File: src/rtl/pwm_deadtime.sv
// ----------------------------------------------------------------------------
// pwm_deadtime
// Complementary PWM channel with a double-buffered compare value and
// configurable dead time between the high-side and low-side drives.
//
// Ports
//   clk       : single clock, rising edge
//   rst       : asynchronous active-low reset
//   ena       : channel enable (shared with the upstream counter)
//   cnt_in    : upstream up-counter value
//   ovf_in    : upstream period-end strobe (counter == top while enabled)
//   cmp_in    : new compare (duty) value
//   cmp_wr    : one-cycle write strobe for cmp_in
//   dt        : dead time in clk cycles, sampled on entry to a dead phase
//   pol       : output polarity, 1 inverts both drives
//   pwm_h     : high-side drive
//   pwm_l     : low-side drive
//   upd_pend  : shadow compare written but not yet applied
// ----------------------------------------------------------------------------
module pwm_deadtime #(
    parameter int BITS    = 8,
    parameter int DT_BITS = 4
) (
    input  logic               clk,
    input  logic               rst,
    input  logic               ena,
    input  logic [BITS-1:0]    cnt_in,
    input  logic               ovf_in,
    input  logic [BITS-1:0]    cmp_in,
    input  logic               cmp_wr,
    input  logic [DT_BITS-1:0] dt,
    input  logic               pol,
    output logic               pwm_h,
    output logic               pwm_l,
    output logic               upd_pend
);

    typedef enum logic [1:0] {
        ST_LO     = 2'd0,
        ST_DEAD_H = 2'd1,
        ST_HI     = 2'd2,
        ST_DEAD_L = 2'd3
    } state_e;

    localparam logic [DT_BITS-1:0] DT_ZERO = DT_BITS'(1'b0);
    localparam logic [DT_BITS-1:0] DT_ONE  = DT_BITS'(1'b1);
    localparam logic [DT_BITS-1:0] DT_TWO  = DT_BITS'(2'd2);

    logic [BITS-1:0]    cmp_shadow_q;
    logic [BITS-1:0]    cmp_active_q;
    logic               upd_pend_q;
    logic               raw_q;
    state_e             state_q;
    state_e             state_d;
    logic [DT_BITS-1:0] dcnt_q;
    logic [DT_BITS-1:0] dcnt_d;
    logic               init_q;
    logic               init_d;
    logic               hi_q;
    logic               lo_q;
    logic               period_end_s;

    assign period_end_s = ovf_in & ena;

    // Compare double buffer and the raw comparator stage.
    always_ff @(posedge clk or negedge rst) begin
        if (!rst) begin
            cmp_shadow_q <= '0;
            cmp_active_q <= '0;
            upd_pend_q   <= 1'b0;
            raw_q        <= 1'b0;
        end else begin
            if (period_end_s) begin
                // A write landing on the period end bypasses the shadow wait.
                if (cmp_wr) begin
                    cmp_shadow_q <= cmp_in;
                    cmp_active_q <= cmp_in;
                end else begin
                    cmp_active_q <= cmp_shadow_q;
                end
                upd_pend_q <= 1'b0;
            end else if (cmp_wr) begin
                cmp_shadow_q <= cmp_in;
                upd_pend_q   <= 1'b1;
            end
            raw_q <= (cnt_in < cmp_active_q);
        end
    end

    // Next-state logic for the dead-time sequencer.
    always_comb begin
        state_d = state_q;
        dcnt_d  = dcnt_q;
        init_d  = init_q;
        if (!ena) begin
            init_d = 1'b0;
            if (dt == DT_ZERO) begin
                state_d = ST_LO;
                dcnt_d  = DT_ZERO;
            end else begin
                state_d = ST_DEAD_L;
                dcnt_d  = dt - DT_ONE;
            end
        end else begin
            case (state_q)
                ST_LO: begin
                    if (raw_q) begin
                        if (dt == DT_ZERO) begin
                            state_d = ST_HI;
                        end else begin
                            state_d = ST_DEAD_H;
                            dcnt_d  = dt - DT_ONE;
                        end
                    end else begin
                        state_d = ST_LO;
                    end
                end
                ST_HI: begin
                    if (!raw_q) begin
                        if (dt == DT_ZERO) begin
                            state_d = ST_LO;
                        end else begin
                            state_d = ST_DEAD_L;
                            dcnt_d  = dt - DT_ONE;
                        end
                    end else begin
                        state_d = ST_HI;
                    end
                end
                ST_DEAD_H: begin
                    if (!raw_q) begin
                        state_d = ST_LO;
                    end else if (dcnt_q == DT_ZERO) begin
                        state_d = ST_HI;
                    end else begin
                        dcnt_d = dcnt_q - DT_ONE;
                    end
                end
                ST_DEAD_L: begin
                    if (raw_q) begin
                        state_d = ST_HI;
                        init_d  = 1'b0;
                    end else if (init_q) begin
                        // Leaving reset counts as a dead-phase entry: dt is
                        // sampled here, and this edge is already the first of
                        // the dt dead cycles.
                        init_d = 1'b0;
                        if (dt <= DT_ONE) begin
                            state_d = ST_LO;
                        end else begin
                            dcnt_d = dt - DT_TWO;
                        end
                    end else if (dcnt_q == DT_ZERO) begin
                        state_d = ST_LO;
                    end else begin
                        dcnt_d = dcnt_q - DT_ONE;
                    end
                end
                default: begin
                    state_d = ST_DEAD_L;
                    dcnt_d  = DT_ZERO;
                end
            endcase
        end
    end

    // Sequencer state and registered drive decodes.
    always_ff @(posedge clk or negedge rst) begin
        if (!rst) begin
            state_q <= ST_DEAD_L;
            dcnt_q  <= DT_ZERO;
            init_q  <= 1'b1;
            hi_q    <= 1'b0;
            lo_q    <= 1'b0;
        end else begin
            state_q <= state_d;
            dcnt_q  <= dcnt_d;
            init_q  <= init_d;
            hi_q    <= (state_d == ST_HI);
            lo_q    <= (state_d == ST_LO);
        end
    end

    // Polarity is applied after the register so reset is inactive for either pol.
    assign pwm_h    = hi_q ^ pol;
    assign pwm_l    = lo_q ^ pol;
    assign upd_pend = upd_pend_q;

endmodule

File: config.mk
export PLATFORM = sky130hd
export DESIGN_NAME = pwm_deadtime
export DESIGN_NICKNAME = d
export VERILOG_FILES = /design/src/rtl/pwm_deadtime.sv
export SDC_FILE = /design/constraint.sdc
export NUM_CORES = 1
export LEC_CHECK = 0
export ABC_AREA = 1
export CAP_MARGIN = 5
export CELL_PAD_IN_SITES_DETAIL_PLACEMENT = 0
export CELL_PAD_IN_SITES_GLOBAL_PLACEMENT = 1
export CORE_UTILIZATION = 45
export DETAILED_ROUTE_END_ITERATION = 8
export DONT_BUFFER_PORTS = 1
export PLACE_DENSITY = 0.75
export SLEW_MARGIN = 30
export SYNTH_ARGS = -nofsm -noshare
export SYNTH_HDL_FRONTEND = slang
export SYNTH_SLANG_ARGS = --single-unit
File: constraint.sdc
create_clock -name clk -period 1.67 [get_ports clk]
set_input_delay 0.334 -clock clk [delete_from_list [all_inputs] [get_ports clk]]
set_output_delay 0.334 -clock clk [all_outputs]
set_load 0.05 [all_outputs]
* After elaboration in Yosys (flattened, before gate mapping)
Index checks and enable logic that the tools add are counted.
** Operators by class
- $add $sub $neg :: 3
- Magnitude comparators :: 2
- Eq/ne operators :: 10
- Muxes and demuxes :: 28
- Bitwise gates (word level) :: 3
- Reductions and logical operators :: 6
** Operator list (number)
- $mux W4 :: 10
- $mux W2 :: 11
- $pmux W4 S4 :: 1
- $ne A3 B3 Y1 const B :: 4
- $logic_not A4 Y1 :: 2
- $lt A8 B8 Y1 :: 1
- $mux W8 :: 1
- $pmux W2 S4 :: 1
- $sub A4 B1 Y4 const B :: 2
- $eq A2 B2 Y1 const B :: 3
- $reduce_and A5 Y1 :: 1
- $le A4 B1 Y1 const B :: 1
- $logic_not A2 Y1 :: 2
- $mux W1 :: 4
- $ne A4 B4 Y1 const B :: 1
- $sub A4 B2 Y4 const B :: 1
- $eq A2 B1 Y1 const B :: 1
- $ne A2 B1 Y1 const B :: 1
- $reduce_bool A2 Y1 :: 1
- $xor A1 B1 Y1 :: 2
- $and A1 B1 Y1 :: 1
** Word-level totals
- Bits in registers :: 27
- Input port bits :: 26
- Output and inout port bits :: 3
- Word-level logic and storage cells :: 61

* Logic depth before layout (Yosys ltp)
Gate-level depths: netlist (run 1).
- Depth after elaboration :: 7
- Gate-level depth with buffers :: 12
- Mapped depth without buffers :: 12

* Worst setup path after synthesis (run 1)
No wires, ideal clock.
- Path type :: reg-to-output
- Start :: register hi_q
- End :: output port pwm_h
- Arrival :: 1107 ps
- Path slack :: 229 ps
- Cell stages (with the launch flop) :: 2
- Path buffers :: 0
- Cell sequence :: dfrtp_1 xor2_1
** Between the ends
- Longest elaborated chain between the ends :: 1
** RTL lines
- from (decl) :: RTL line 59 : logic hi_q;
- from (signal assigned) :: RTL line 179 : hi_q <= (state_d == ST_HI);
- $xor A1 B1 Y1 :: RTL line 185 : assign pwm_h = hi_q ^ pol;
- to (decl) :: RTL line 33 : output logic pwm_h,
Every way passes these cells.

* Final worst setup path (run 1)
- Start :: register dcnt_q[0]
- End :: register dcnt_q[1]
** Between the ends
- Longest elaborated chain between the ends :: 6
- Elaborated cells between the ends (all ways) :: 8
- Classes of those cells :: 1 x add/sub; 6 x mux; 1 x reduce/logical
** RTL lines
- from (decl) :: RTL line 55 : logic [DT_BITS-1:0] dcnt_q;
- from (signal assigned) :: RTL line 177 : dcnt_q <= dcnt_d;
- $sub A4 B1 Y4 or $logic_not A4 Y1 (tied branches)
- $mux W4 (*) :: RTL line 133, 153
- $mux W4 :: RTL line 143 : end else if (init_q) begin
- $mux W4 :: RTL line 140 : if (raw_q) begin
- $pmux W4 S4 (*) :: RTL line 105 : case (state_q)
- $mux W4 (*) :: RTL line 95 : if (!ena) begin
Every way passes the cells marked *; elsewhere a longest branch is shown, timed or not. The select of a mux whose other input is x is not followed.
A chain may end at the register's enable or synchronous reset.

==> summary.txt, run 1 <==
YOSYS
---------------------------------------------------------------------------------
Most frequent cells after synthesis                                  80 x sky130_fd_sc_hd__nand2_1, 25 x sky130_fd_sc_hd__inv_1, 24 x sky130_fd_sc_hd__dfrtp_1
Library cell with the highest instance count after synthesis         sky130_fd_sc_hd__nand2_1
Flip-flop cell with the highest count after synthesis                sky130_fd_sc_hd__dfrtp_1
Post-synthesis area per instance                                        7.51 um^2
Post-synth EDFFs                                                                0
Area of the mapped netlist                                           0.00171 mm^2
Synth warnings                                                                  0
Ranking of synthesized cells by area                                 sky130_fd_sc_hd__dfrtp_1 35%, sky130_fd_sc_hd__nand2_1 18%, sky130_fd_sc_hd__ha_1 8.8%
Count of state elements after synthesis                                        27
Async S/R FF share, synth                                                    100%
Synthesized Nets                                                              266
Count of distinct cell types in the synthesized netlist                        29
Biggest area consumer among synthesized cells                        sky130_fd_sc_hd__dfrtp_1
Synthesized instance count                                                    228
Portion of synthesized cell area occupied by the leading cell type          35.1%
Sequential-to-total area share from yosys stat                              39.7%

ROUTE
---------------------------------------------------------------------------------
Met3 WL post-DR                                                            146 um
DR WL met2                                                                1.64 mm
Average wire per cell in the routed design                                12.0 um
Length of the first detailed-routing pass in iterations                         4
Count of nets left with antenna violations after detail routing                 0
Routed vias                                                                  1413
Top metal layer carrying routed signals                                      met4
DRC viols                                                                       0
Routed wire length                                                        3.35 mm
DRT iter0 DRCs                                                                 74
Wire length the detailed router placed on met1                            1.48 mm
Avg Vias per Cell                                                            5.05

GLOBAL ROUTE
---------------------------------------------------------------------------------
Global-route wire length before repair                                    5.97 mm
Remaining global-route overflow                                                 0
Number of global-route vias before repair                                    1414
Maximum number of pins on one net before global-route repair                   28
Global-route usage over all layers                                          18.5%
Number of antenna violations at the first check in global routing               0

FLOORPLANNING
---------------------------------------------------------------------------------
Total Die Area                                                       0.00406 mm^2
Die outline width                                                         63.7 um
Num rows                                                                       22
I/O Pins                                                                       29
Die boundary height                                                       63.7 um
Initial core utilization                                                    46.8%
Core region area                                                     0.00366 mm^2

POWER AND IR DROP
---------------------------------------------------------------------------------
Pwr dens                                                             1000 mW/mm^2
Reported leakage power                                                   0.957 nW
Maximum vdd ir drop                                                      0.454 mV
Final Power                                                               1.84 mW

WORST SETUP PATH
---------------------------------------------------------------------------------
Element type at the critical path end                                   flip-flop
Delay of the slowest critical-path stage                                  0.40 ns
Buffers and inverters on the worst path                                         1
CP Data Required Time                                                     1.83 ns
Critical Path Source Type                                               flip-flop
Cell class contributing the biggest share of worst-path delay        simple AND/OR/NAND/NOR gates
Critical path cell sequence                                          inv_1, ha_2, nand2_1, nor2_2, nand2_1, nand3_1, o21ai_0, nand2_1, nand2_1, nand2_1, nand2_1
Critical Path AT                                                          1.65 ns
Critical path fanouts, max                                                      4
Critical-path top delay cell                                         sky130_fd_sc_hd__dfrtp_1
Most common cell on crit path                                        sky130_fd_sc_hd__nand2_1
Path type of the worst setup path                                    flip-flop to flip-flop

CTS
---------------------------------------------------------------------------------
Clock tree root buffer cell                                          sky130_fd_sc_hd__clkbuf_8
Number of levels in the clock H-tree                                            1
Setup fix buffers added after clock tree synthesis                              0
Number of sinks handled by clock tree synthesis                                27
Number of buffers between clock root and the deepest sink                       2
Worst skew pair latency                                                   0.26 ns
Clock-pin slew on the worst setup and hold paths                          0.09 ns
CTS tree                                                                     done
Number of clock buffers inserted by TritonCTS                                   3

LAYOUT
---------------------------------------------------------------------------------
Area Growth Syn to Fin                                                      7.45%
Share of layout cells above drive strength 1                                13.8%
Net count, final                                                              271
Antenna Diode Count                                                             0

PLACED DESIGN
---------------------------------------------------------------------------------
Final estimated routing congestion in global placement                      0.838
DP Wirelength                                                             2.63 mm
Port Buffers                                                                    0
Place WS                                                                 0.161 ns

OUTCOME
---------------------------------------------------------------------------------
Result of the run                                                    finished clean

TIMING
---------------------------------------------------------------------------------
Final Slew Violations                                                           0
Setup violations, final                                                         0
Final period demand of the worst path                                     1.49 ns
Post-route clock skew                                                  0.00201 ns
F_max                                                                   0.672 GHz
Worst max-slew margin expressed relative to the limit                       68.4%
Worst path setup slack after routing                                     0.181 ns
Fraction of the cycle the final worst path needs                            89.1%
Total negative slack                                                         0 ns
Total count of hold-check failures in the final report                          0
Setup repair after global routing missed its margin                            no
Actual transition at the worst max-transition pin                        0.474 ns

WORST HOLD PATH
---------------------------------------------------------------------------------
Classification of the worst-slack hold path                          input port to flip-flop

FLOW RUN
---------------------------------------------------------------------------------
Max-capacitance violation count                                                 0

per-layer routing:
layer	GRT usage, %	up-vias
met5	0	-
li1	-	725
met2	33.0	35
met3	2.72	6
met4	7.10	0
met1	22.2	647
worst reg2reg max path, cell delays in order, from the launching register on:
cell	delay, ns
sky130_fd_sc_hd__dfrtp_1	0.40
sky130_fd_sc_hd__inv_1	0.12
sky130_fd_sc_hd__ha_2	0.22
sky130_fd_sc_hd__nand2_1	0.10
sky130_fd_sc_hd__nor2_2	0.13
sky130_fd_sc_hd__nand2_1	0.07
sky130_fd_sc_hd__nand3_1	0.06
sky130_fd_sc_hd__o21ai_0	0.07
sky130_fd_sc_hd__nand2_1	0.06
sky130_fd_sc_hd__nand2_1	0.04
sky130_fd_sc_hd__nand2_1	0.06
sky130_fd_sc_hd__nand2_1	0.05
through the flow:
stage	cells	cell area (um^2)	hold WS (ns)	utilization, %
2_1_floorplan	228	1710	0.0384	-
3_3_place_gp	274	1760	0.0389	48.1
3_5_place_dp	274	1760	0.0389	48.1
4_1_cts	280	1840	0.194	50.1
5_1_grt	280	1840	0.197	50.3
6_report	280	1840	0.203	50.3
flip-flops by register name, indices dropped and copies added, names as in the netlist:
register and count:
cmp_shadow_q 8, cmp_active_q 8, hi_q 1, init_q 1
dcnt_q 4, state_q 2, lo_q 1, upd_pend 1
raw_q 1
logic make-up (layout without fill, tap and decap cells):
kind of cell	after synthesis	after routing	share of synthesized area (%)
XOR/XNOR	6	6	3.07
buffers and inverters	37	41	9.06
AND/OR/NAND/NOR	117	117	29.1
adder cells (fa/ha/maj)	12	12	8.77
flip-flops	27	27	39.7
AO/OA/AOI/OAI	29	29	10.3
power by group:
group	switching, mW	total, mW	internal (mW)
clock	0.188	0.355	0.167
sequential	0.0787	0.838	0.759
combinational	0.414	0.652	0.238
total	0.681	1.84	1.16
final timing paths:
check,depth (start not counted),endpoint,slack [ns],start
setup / recovery,11,dcnt_q[1]$_DFFE_PN0P_,0.18,dcnt_q[0]$_DFFE_PN0P_
hold / removal,2,cmp_shadow_q[2]$_DFF_PN0_,0.20,cmp_wr
setup reg to reg,11,dcnt_q[1]$_DFFE_PN0P_,0.18,dcnt_q[0]$_DFFE_PN0P_
hold reg to reg,2,cmp_shadow_q[0]$_DFF_PN0_,0.47,cmp_shadow_q[0]$_DFF_PN0_
max in group asynchronous,2,init_q$_DFFE_PN1P_,0.95,rst
min in group asynchronous,2,dcnt_q[2]$_DFFE_PN0P_,0.49,rst
placed cells by master, fill, tap and decap left out, types with 3 or more instances in the layout:
cell | netlist | layout
sky130_fd_sc_hd__clkbuf_8 | 0 | 3
sky130_fd_sc_hd__nor3_1 | 3 | 3
sky130_fd_sc_hd__inv_1 | 25 | 25
sky130_fd_sc_hd__nor2_2 | 2 | 3
sky130_fd_sc_hd__o21ai_0 | 11 | 11
sky130_fd_sc_hd__inv_2 | 6 | 6
sky130_fd_sc_hd__nand2_2 | 5 | 5
sky130_fd_sc_hd__nand2_1 | 80 | 80
sky130_fd_sc_hd__dfstp_2 | 3 | 3
sky130_fd_sc_hd__nor2_1 | 10 | 9
sky130_fd_sc_hd__a21oi_2 | 3 | 3
sky130_fd_sc_hd__dfrtp_1 | 24 | 24
sky130_fd_sc_hd__nand3_1 | 11 | 11
sky130_fd_sc_hd__xor2_1 | 5 | 5
sky130_fd_sc_hd__nand4_1 | 3 | 3
sky130_fd_sc_hd__ha_1 | 12 | 11
sky130_fd_sc_hd__a21oi_1 | 9 | 9
repair_timing:
item / 4_1_cts / 5_1_grt
endpoints found under the hold margin: 27 / 0
setup endpoints to repair: 0 / 2
gates resized for setup: 0 / 2
hold buffers: 2 / 0
final cells by class:
cell class / count / area (um^2)
Tap cell: 48 / 60.1
Timing Repair Buffer: 4 / 45.0
Sequential cell: 27 / 679
Fill cell: 370 / 1820
Clock buffer: 3 / 41.3
Inverter: 33 / 126
Clock inverter: 1 / 5.00
Multi-Input combinational cell: 164 / 883
Note: power is estimated with default switching activity, not from simulation.
==> run 2, diff against run 1 <==
- CORE_ASPECT_RATIO: not set -> 0.75
- clock period: 1.67 -> 1.8 ns (I/O delays scaled with it)
==> run 2 against run 1 <==
Clock power down 5%. Worst hold slack improved by 0.023 ns. Power fell by 6.6%. Count of clock-buffer cells in the layout unchanged. First-iteration DRC count rose by 89%. Utilization is 0.068 points higher. Die area barely moved. Global-route usage increased by 1.1 points. Routed wire length grew 2.9%. Combinational power decreased by 6.6%. Largest power group unchanged. Highest routed layer is now met3.
==> summary.txt, run 2 (same netlist as run 1, synthesis figures left out) <==
FLOORPLANNING
--------------------------------------------------------------------------------
Die outline width                                                        73.2 um   was 63.7 um
Initial core utilization                                                   46.8%   unchanged
I/O Pins                                                                      29   unchanged
Core region area                                                    0.00366 mm^2   unchanged
Die boundary height                                                      55.4 um   was 63.7 um
Num rows                                                                      19   was 22
Total Die Area                                                      0.00406 mm^2   about the same

GLOBAL ROUTE
--------------------------------------------------------------------------------
Global-route usage over all layers                                         19.7%   was 18.5%
Number of antenna violations at the first check in global routing              0   unchanged
Number of global-route vias before repair                                   1322   was 1414
Maximum number of pins on one net before global-route repair                  28   unchanged
Global-route wire length before repair                                   6.14 mm   was 5.97 mm
Remaining global-route overflow                                                0   unchanged

WORST SETUP PATH
--------------------------------------------------------------------------------
Critical Path AT                                                         1.75 ns   was 1.65 ns
Most common cell on crit path                                       sky130_fd_sc_hd__nand2_1   unchanged
Delay of the slowest critical-path stage                                 0.40 ns   about the same
Critical path cell sequence                                         inv_1, ha_1, nand2_1, nor2_1, nand2_1, nand3_1, a21oi_1, o21ai_0, nand2_1   was inv_1, ha_2, nand2_1, nor2_2, nand2_1, nand3_1, o21ai_0, nand2_1, nand2_1, nand2_1, nand2_1
Path type of the worst setup path                                   flip-flop to flip-flop   unchanged
Critical Path Source Type                                              flip-flop   unchanged
Critical-path top delay cell                                        sky130_fd_sc_hd__dfrtp_1   unchanged
Critical path fanouts, max                                                     4   unchanged
CP Data Required Time                                                    1.95 ns   was 1.83 ns
Element type at the critical path end                                  flip-flop   unchanged

CTS
--------------------------------------------------------------------------------
Number of levels in the clock H-tree                                           1   unchanged
Number of sinks handled by clock tree synthesis                               27   unchanged
Setup fix buffers added after clock tree synthesis                             0   unchanged
CTS tree                                                                    done   unchanged
Number of clock buffers inserted by TritonCTS                                  3   unchanged
Clock tree root buffer cell                                         sky130_fd_sc_hd__clkbuf_8   unchanged
Quantity of gates resized following cts                                        0   unchanged
Worst skew pair latency                                                  0.27 ns   was 0.26 ns
Number of buffers between clock root and the deepest sink                      2   unchanged
Hold_buf cts                                                                   2   unchanged
Clock-pin slew on the worst setup and hold paths                         0.09 ns   about the same

TIMING
--------------------------------------------------------------------------------
Worst hold margin                                                       0.225 ns   was 0.203 ns
Actual transition at the worst max-transition pin                       0.469 ns   was 0.474 ns
Setup repair after global routing missed its margin                           no   unchanged
Total negative slack                                                        0 ns   unchanged
F_max                                                                  0.626 GHz   was 0.672 GHz
Setup violations, final                                                        0   unchanged
Post-route clock skew                                                 0.00692 ns   was 0.00201 ns
Fraction of the cycle the final worst path needs                           88.8%   was 89.1%
Total count of hold-check failures in the final report                         0   unchanged
Worst max-slew margin expressed relative to the limit                      68.7%   was 68.4%
Worst path setup slack after routing                                    0.202 ns   was 0.181 ns
Final Slew Violations                                                          0   unchanged
Final period demand of the worst path                                    1.60 ns   was 1.49 ns

ROUTE
--------------------------------------------------------------------------------
DRT iter0 DRCs                                                               140   was 74
Avg Vias per Cell                                                           4.97   was 5.05
Average wire per cell in the routed design                               12.1 um   was 12.0 um
Met3 WL post-DR                                                           168 um   was 146 um
DRC viols                                                                      0   unchanged
Count of nets left with antenna violations after detail routing                0   unchanged
Routed vias                                                                 1412   was 1413
Routed wire length                                                       3.45 mm   was 3.35 mm
DR WL met2                                                               1.44 mm   was 1.64 mm
Wire length the detailed router placed on met1                           1.84 mm   was 1.48 mm
Length of the first detailed-routing pass in iterations                        4   unchanged
Top metal layer carrying routed signals                                     met3   was met4

POWER AND IR DROP
--------------------------------------------------------------------------------
Switching portion of total power                                           37.3%   was 36.9%
Seq pwr share                                                              45.0%   was 45.4%
Pwr dens                                                             935 mW/mm^2   was 1000 mW/mm^2
Part of the total power dissipated in combinational logic                  35.4%   was 35.3%
Maximum vdd ir drop                                                     0.637 mV   was 0.454 mV
Design internal power                                                    1.08 mW   was 1.16 mW
Reported leakage power                                                  0.955 nW   was 0.957 nW
Power share of the clock group                                             19.7%   was 19.2%
Sw Pwr                                                                    643 uW   was 681 uW

WORST HOLD PATH
--------------------------------------------------------------------------------
Classification of the worst-slack hold path                         input port to flip-flop   unchanged

LAYOUT
--------------------------------------------------------------------------------
Most common cell after layout, fill and taps aside                  sky130_fd_sc_hd__nand2_1   unchanged
Biggest regs                                                        cmp_active_q (8), cmp_shadow_q (8), dcnt_q (4)   unchanged
Area Growth Syn to Fin                                                     7.60%   was 7.45%
Net count, final                                                             271   unchanged
Share of layout cells above drive strength 1                               12.9%   was 13.8%
Most frequent cells in the layout                                   80 x sky130_fd_sc_hd__nand2_1, 25 x sky130_fd_sc_hd__inv_1, 24 x sky130_fd_sc_hd__dfrtp_1   unchanged
Antenna Diode Count                                                            0   unchanged

PLACED DESIGN
--------------------------------------------------------------------------------
Place WS                                                                0.241 ns   was 0.161 ns
Final estimated routing congestion in global placement                     0.825   was 0.838
DP Wirelength                                                            2.81 mm   was 2.63 mm
Port Buffers                                                                   0   unchanged

FLOW RUN
--------------------------------------------------------------------------------
Max-capacitance violation count                                                0   unchanged

OUTCOME
--------------------------------------------------------------------------------
Result of the run                                                   finished clean   unchanged

[run 2: changes by cell type in the layout (fill, tap and decap cells not counted)]
cell	previous run	this run
sky130_fd_sc_hd__ha_2	1	0
sky130_fd_sc_hd__nor2_2	3	2
sky130_fd_sc_hd__ha_1	11	12
sky130_fd_sc_hd__clkinvlp_4	0	1
sky130_fd_sc_hd__clkinv_2	1	0
sky130_fd_sc_hd__nor2_1	9	10
[run 2: power by group through the flow]
| stage | Clock (mW) | Sequential, mW | Combinational, mW |
|---|---|---|---|
| 6_report | 0.339 | 0.775 | 0.609 |
| 5_1_grt | 0.387 | 0.788 | 0.710 |
| 4_1_cts | 0.360 | 0.775 | 0.611 |
| 3_5_place_dp | 0 | 0.787 | 0.590 |
| 3_3_place_gp | 0 | 0.786 | 0.576 |
| 2_1_floorplan | 0 | 0.765 | 0.490 |
[run 2: worst max-delay path, delay by kind of cell (launching register included)]
| kind | cells | cell delay (ns) |
|---|---|---|
| AND/OR/NAND/NOR | 5 | 0.46 |
| flip-flops | 1 | 0.40 |
| AO/OA/AOI/OAI | 2 | 0.26 |
| adder cells (fa/ha/maj) | 1 | 0.24 |
| buffers and inverters | 1 | 0.12 |
[run 2: final timing paths]
check / slack, ns / cells after the start / start / end
worst max register to register: 0.20 / 9 / dcnt_q[0]$_DFFE_PN0P_ / dcnt_q[0]$_DFFE_PN0P_
worst min-delay path: 0.23 / 2 / ena / dcnt_q[3]$_DFFE_PN0P_
worst min register to register: 0.49 / 2 / dcnt_q[1]$_DFFE_PN0P_ / dcnt_q[1]$_DFFE_PN0P_
worst max-delay path: 0.20 / 9 / dcnt_q[0]$_DFFE_PN0P_ / dcnt_q[0]$_DFFE_PN0P_
min in group asynchronous: 0.52 / 2 / rst / dcnt_q[3]$_DFFE_PN0P_
max in group asynchronous: 1.05 / 2 / rst / init_q$_DFFE_PN1P_
[run 2: area by class of cell]
cell class,count,area [um^2]
sequential,27,679
timing repair buffer,4,45.0
inverter,33,126
clock inverter,1,7.51
tap,52,65.1
fill,361,1820
clock buffer,3,41.3
multi-input combinational,164,878
[run 2: per-stage QoR]
step	utilization, %	cell area (um^2)	cells	power [mW]
floorplan	-	1710	228	1.25
global placement	48.2	1760	278	1.36
detailed placement	48.2	1760	278	1.38
CTS	50.3	1840	284	1.75
global route	50.3	1840	284	1.88
finish	50.3	1840	284	1.72
[run 2: metal layers]
layer / vias up / GRT usage, %
li1: 722 / -
met1: 647 / 32.0
met2: 43 / 27.5
met3: 0 / 4.38
met4: 0 / 0.840
met5: - / 0
==> run 3, diff against run 2 <==
- CAP_MARGIN: 5 -> not set
- CORE_UTILIZATION: 45 -> 40
- PLACE_DENSITY: 0.75 -> 0.67
==> run 3 against run 2 <==
Sequential share of layout area about the same. Via count up 0.71%. Utilization down 5.1 points. Worst hold slack worse by 0.0082 ns. Final cell count up 1.1%. Non-clock buffer count unchanged. Fmax up 5.6%. Register-to-register slack better by 0.08 ns. Critical endpoint unchanged. Largest cell class unchanged.
==> summary.txt, run 3 (same netlist as run 1, synthesis figures left out) <==
OUTCOME
--------------------------------------------------------------------------------
Result of the run                                                   finished clean   unchanged

TIMING
--------------------------------------------------------------------------------
F_max                                                                  0.661 GHz   was 0.626 GHz
Setup violations, final                                                        0   unchanged
Actual transition at the worst max-transition pin                       0.470 ns   was 0.469 ns
Fraction of the cycle the final worst path needs                           84.1%   was 88.8%
Final Slew Violations                                                          0   unchanged
Worst hold margin                                                       0.217 ns   was 0.225 ns
Worst max-slew margin expressed relative to the limit                      68.7%   about the same
Final period demand of the worst path                                    1.51 ns   was 1.60 ns
Post-route clock skew                                                 0.00170 ns   was 0.00692 ns
Total negative slack                                                        0 ns   unchanged
Worst path setup slack after routing                                    0.286 ns   was 0.202 ns
Total count of hold-check failures in the final report                         0   unchanged
Setup repair after global routing missed its margin                           no   unchanged

FLOORPLANNING
--------------------------------------------------------------------------------
I/O Pins                                                                      29   unchanged
Die outline width                                                        77.6 um   was 73.2 um
Core region area                                                    0.00408 mm^2   was 0.00366 mm^2
Num rows                                                                      20   was 19
Total Die Area                                                      0.00455 mm^2   was 0.00406 mm^2
Initial core utilization                                                   42.0%   was 46.8%
Die boundary height                                                      58.7 um   was 55.4 um

ROUTE
--------------------------------------------------------------------------------
Routed wire length                                                       3.68 mm   was 3.45 mm
Count of nets left with antenna violations after detail routing                0   unchanged
DRC viols                                                                      0   unchanged
Average wire per cell in the routed design                               12.8 um   was 12.1 um
Avg Vias per Cell                                                           4.95   was 4.97
Length of the first detailed-routing pass in iterations                        6   was 4
Routed vias                                                                 1422   was 1412
DRT iter0 DRCs                                                               101   was 140

CTS
--------------------------------------------------------------------------------
Number of levels in the clock H-tree                                           1   unchanged
Number of clock buffers inserted by TritonCTS                                  3   unchanged
Clock tree root buffer cell                                         sky130_fd_sc_hd__clkbuf_8   unchanged
Number of sinks handled by clock tree synthesis                               27   unchanged
Clock-pin slew on the worst setup and hold paths                         0.09 ns   about the same
Quantity of gates resized following cts                                        0   unchanged
Setup fix buffers added after clock tree synthesis                             0   unchanged
Worst skew pair latency                                                  0.27 ns   about the same
CTS tree                                                                    done   unchanged
Number of buffers between clock root and the deepest sink                      2   unchanged

PLACED DESIGN
--------------------------------------------------------------------------------
Area after detailed placement                                       0.00177 mm^2   was 0.00176 mm^2
Port Buffers                                                                   0   unchanged
DP Wirelength                                                            2.91 mm   was 2.81 mm
Final estimated routing congestion in global placement                     0.819   was 0.825
Place WS                                                                0.282 ns   was 0.241 ns

LAYOUT
--------------------------------------------------------------------------------
Antenna Diode Count                                                            0   unchanged
Post-route cell area                                                0.00184 mm^2   about the same
Multi-input logic area                                                  878 um^2   unchanged
Fill cell instance count of the final layout                                 432   was 361
Register area                                                           679 um^2   unchanged
Share of layout cells above drive strength 1                               12.9%   unchanged
Biggest regs                                                        cmp_active_q (8), cmp_shadow_q (8), dcnt_q (4)   unchanged
Most common cell after layout, fill and taps aside                  sky130_fd_sc_hd__nand2_1   unchanged
Area Growth Syn to Fin                                                     7.67%   was 7.60%
Most frequent cells in the layout                                   80 x sky130_fd_sc_hd__nand2_1, 25 x sky130_fd_sc_hd__inv_1, 24 x sky130_fd_sc_hd__dfrtp_1   unchanged
Net count, final                                                             271   unchanged

WORST SETUP PATH
--------------------------------------------------------------------------------
Critical Path Source Type                                              flip-flop   unchanged
CP Data Required Time                                                    1.96 ns   was 1.95 ns
Cell class contributing the biggest share of worst-path delay       simple AND/OR/NAND/NOR gates   unchanged
Element type at the critical path end                                  flip-flop   unchanged
Critical path cell sequence                                         inv_1, ha_1, nand2_1, nor2_1, nand2_1, nand3_1, a21oi_1, o21ai_0, nand2_1   unchanged
Most common cell on crit path                                       sky130_fd_sc_hd__nand2_1   unchanged
Buffers and inverters on the worst path                                        1   unchanged
Critical Path AT                                                         1.68 ns   was 1.75 ns
Critical-path top delay cell                                        sky130_fd_sc_hd__dfrtp_1   unchanged
Path type of the worst setup path                                   flip-flop to flip-flop   unchanged
Delay of the slowest critical-path stage                                 0.40 ns   about the same
Critical path fanouts, max                                                     4   unchanged

GLOBAL ROUTE
--------------------------------------------------------------------------------
Maximum number of pins on one net before global-route repair                  28   unchanged
Global-route wire length before repair                                   6.34 mm   was 6.14 mm
Remaining global-route overflow                                                0   unchanged
Number of antenna violations at the first check in global routing              0   unchanged
Global-route usage over all layers                                         18.2%   was 19.7%
Number of global-route vias before repair                                   1345   was 1322

FLOW RUN
--------------------------------------------------------------------------------
Max-capacitance violation count                                                0   unchanged

POWER AND IR DROP
--------------------------------------------------------------------------------
Pwr dens                                                             935 mW/mm^2   about the same
Reported leakage power                                                  0.959 nW   was 0.955 nW
Maximum vdd ir drop                                                     0.729 mV   was 0.637 mV
Final Power                                                              1.72 mW   about the same

WORST HOLD PATH
--------------------------------------------------------------------------------
Classification of the worst-slack hold path                         input port to flip-flop   unchanged

run 3: changes by cell type in the layout (fill, tap and decap cells not counted), sizes merged:
cell / before / now
clkinv: 1 / 2
clkinvlp: 1 / 0
run 3: power breakdown:
group / switching [mW] / total, mW / internal [mW]
combinational: 0.392 / 0.609 / 0.217
clock: 0.188 / 0.343 / 0.155
sequential: 0.0679 / 0.772 / 0.704
run 3: area by class of cell:
cell class / count / area share, %
Multi-Input combinational cell: 164 / 47.6
Inverter: 33 / 6.85
Clock buffer: 3 / 2.24
Tap cell: 55 / 3.73
Timing Repair Buffer: 4 / 2.44
Sequential cell: 27 / 36.8
Clock inverter: 1 / 0.271
run 3: metal layers:
metal / share of wire [%] / routed length, um / track usage (%) / vias to the layer above
met1: 54 / 1980 / 27.4 / 653
met5: 0 / 0 / 0 / -
met4: 0.57 / 21 / 3.23 / 0
met3: 4.9 / 180 / 4.19 / 5
met2: 41 / 1500 / 27.1 / 38
li1: - / - / - / 726
run 3: worst paths after layout:
| path | startpoint | endpoint | slack (ns) | depth (start not counted) |
|---|---|---|---|---|
| max in group asynchronous | rst | init_q$_DFFE_PN1P_ | 1.04 | 2 |
| max | dcnt_q[0]$_DFFE_PN0P_ | dcnt_q[0]$_DFFE_PN0P_ | 0.29 | 9 |
| max reg2reg | dcnt_q[0]$_DFFE_PN0P_ | dcnt_q[0]$_DFFE_PN0P_ | 0.29 | 9 |
| min reg2reg | cmp_shadow_q[2]$_DFF_PN0_ | cmp_shadow_q[2]$_DFF_PN0_ | 0.48 | 2 |
| min in group asynchronous | rst | hi_q$_DFF_PN0_ | 0.53 | 2 |
| min | ena | state_q[0]$_DFF_PN1_ | 0.22 | 2 |
run 3: per-stage QoR:
| step | std cells | utilization (%) |
|---|---|---|
| after global placement | 281 | 43.3 |
| after floorplan | 228 | - |
| after detailed placement | 281 | 43.3 |
| final | 287 | 45.2 |
| after global routing | 287 | 45.2 |
| after CTS | 287 | 45.2 |
run 3: timing repair:
| action | CTS | global route |
|---|---|---|
| hold buffers | 2 | 0 |
| setup endpoints to repair | 0 | 0 |
| hold endpoints to repair | 27 | 0 |
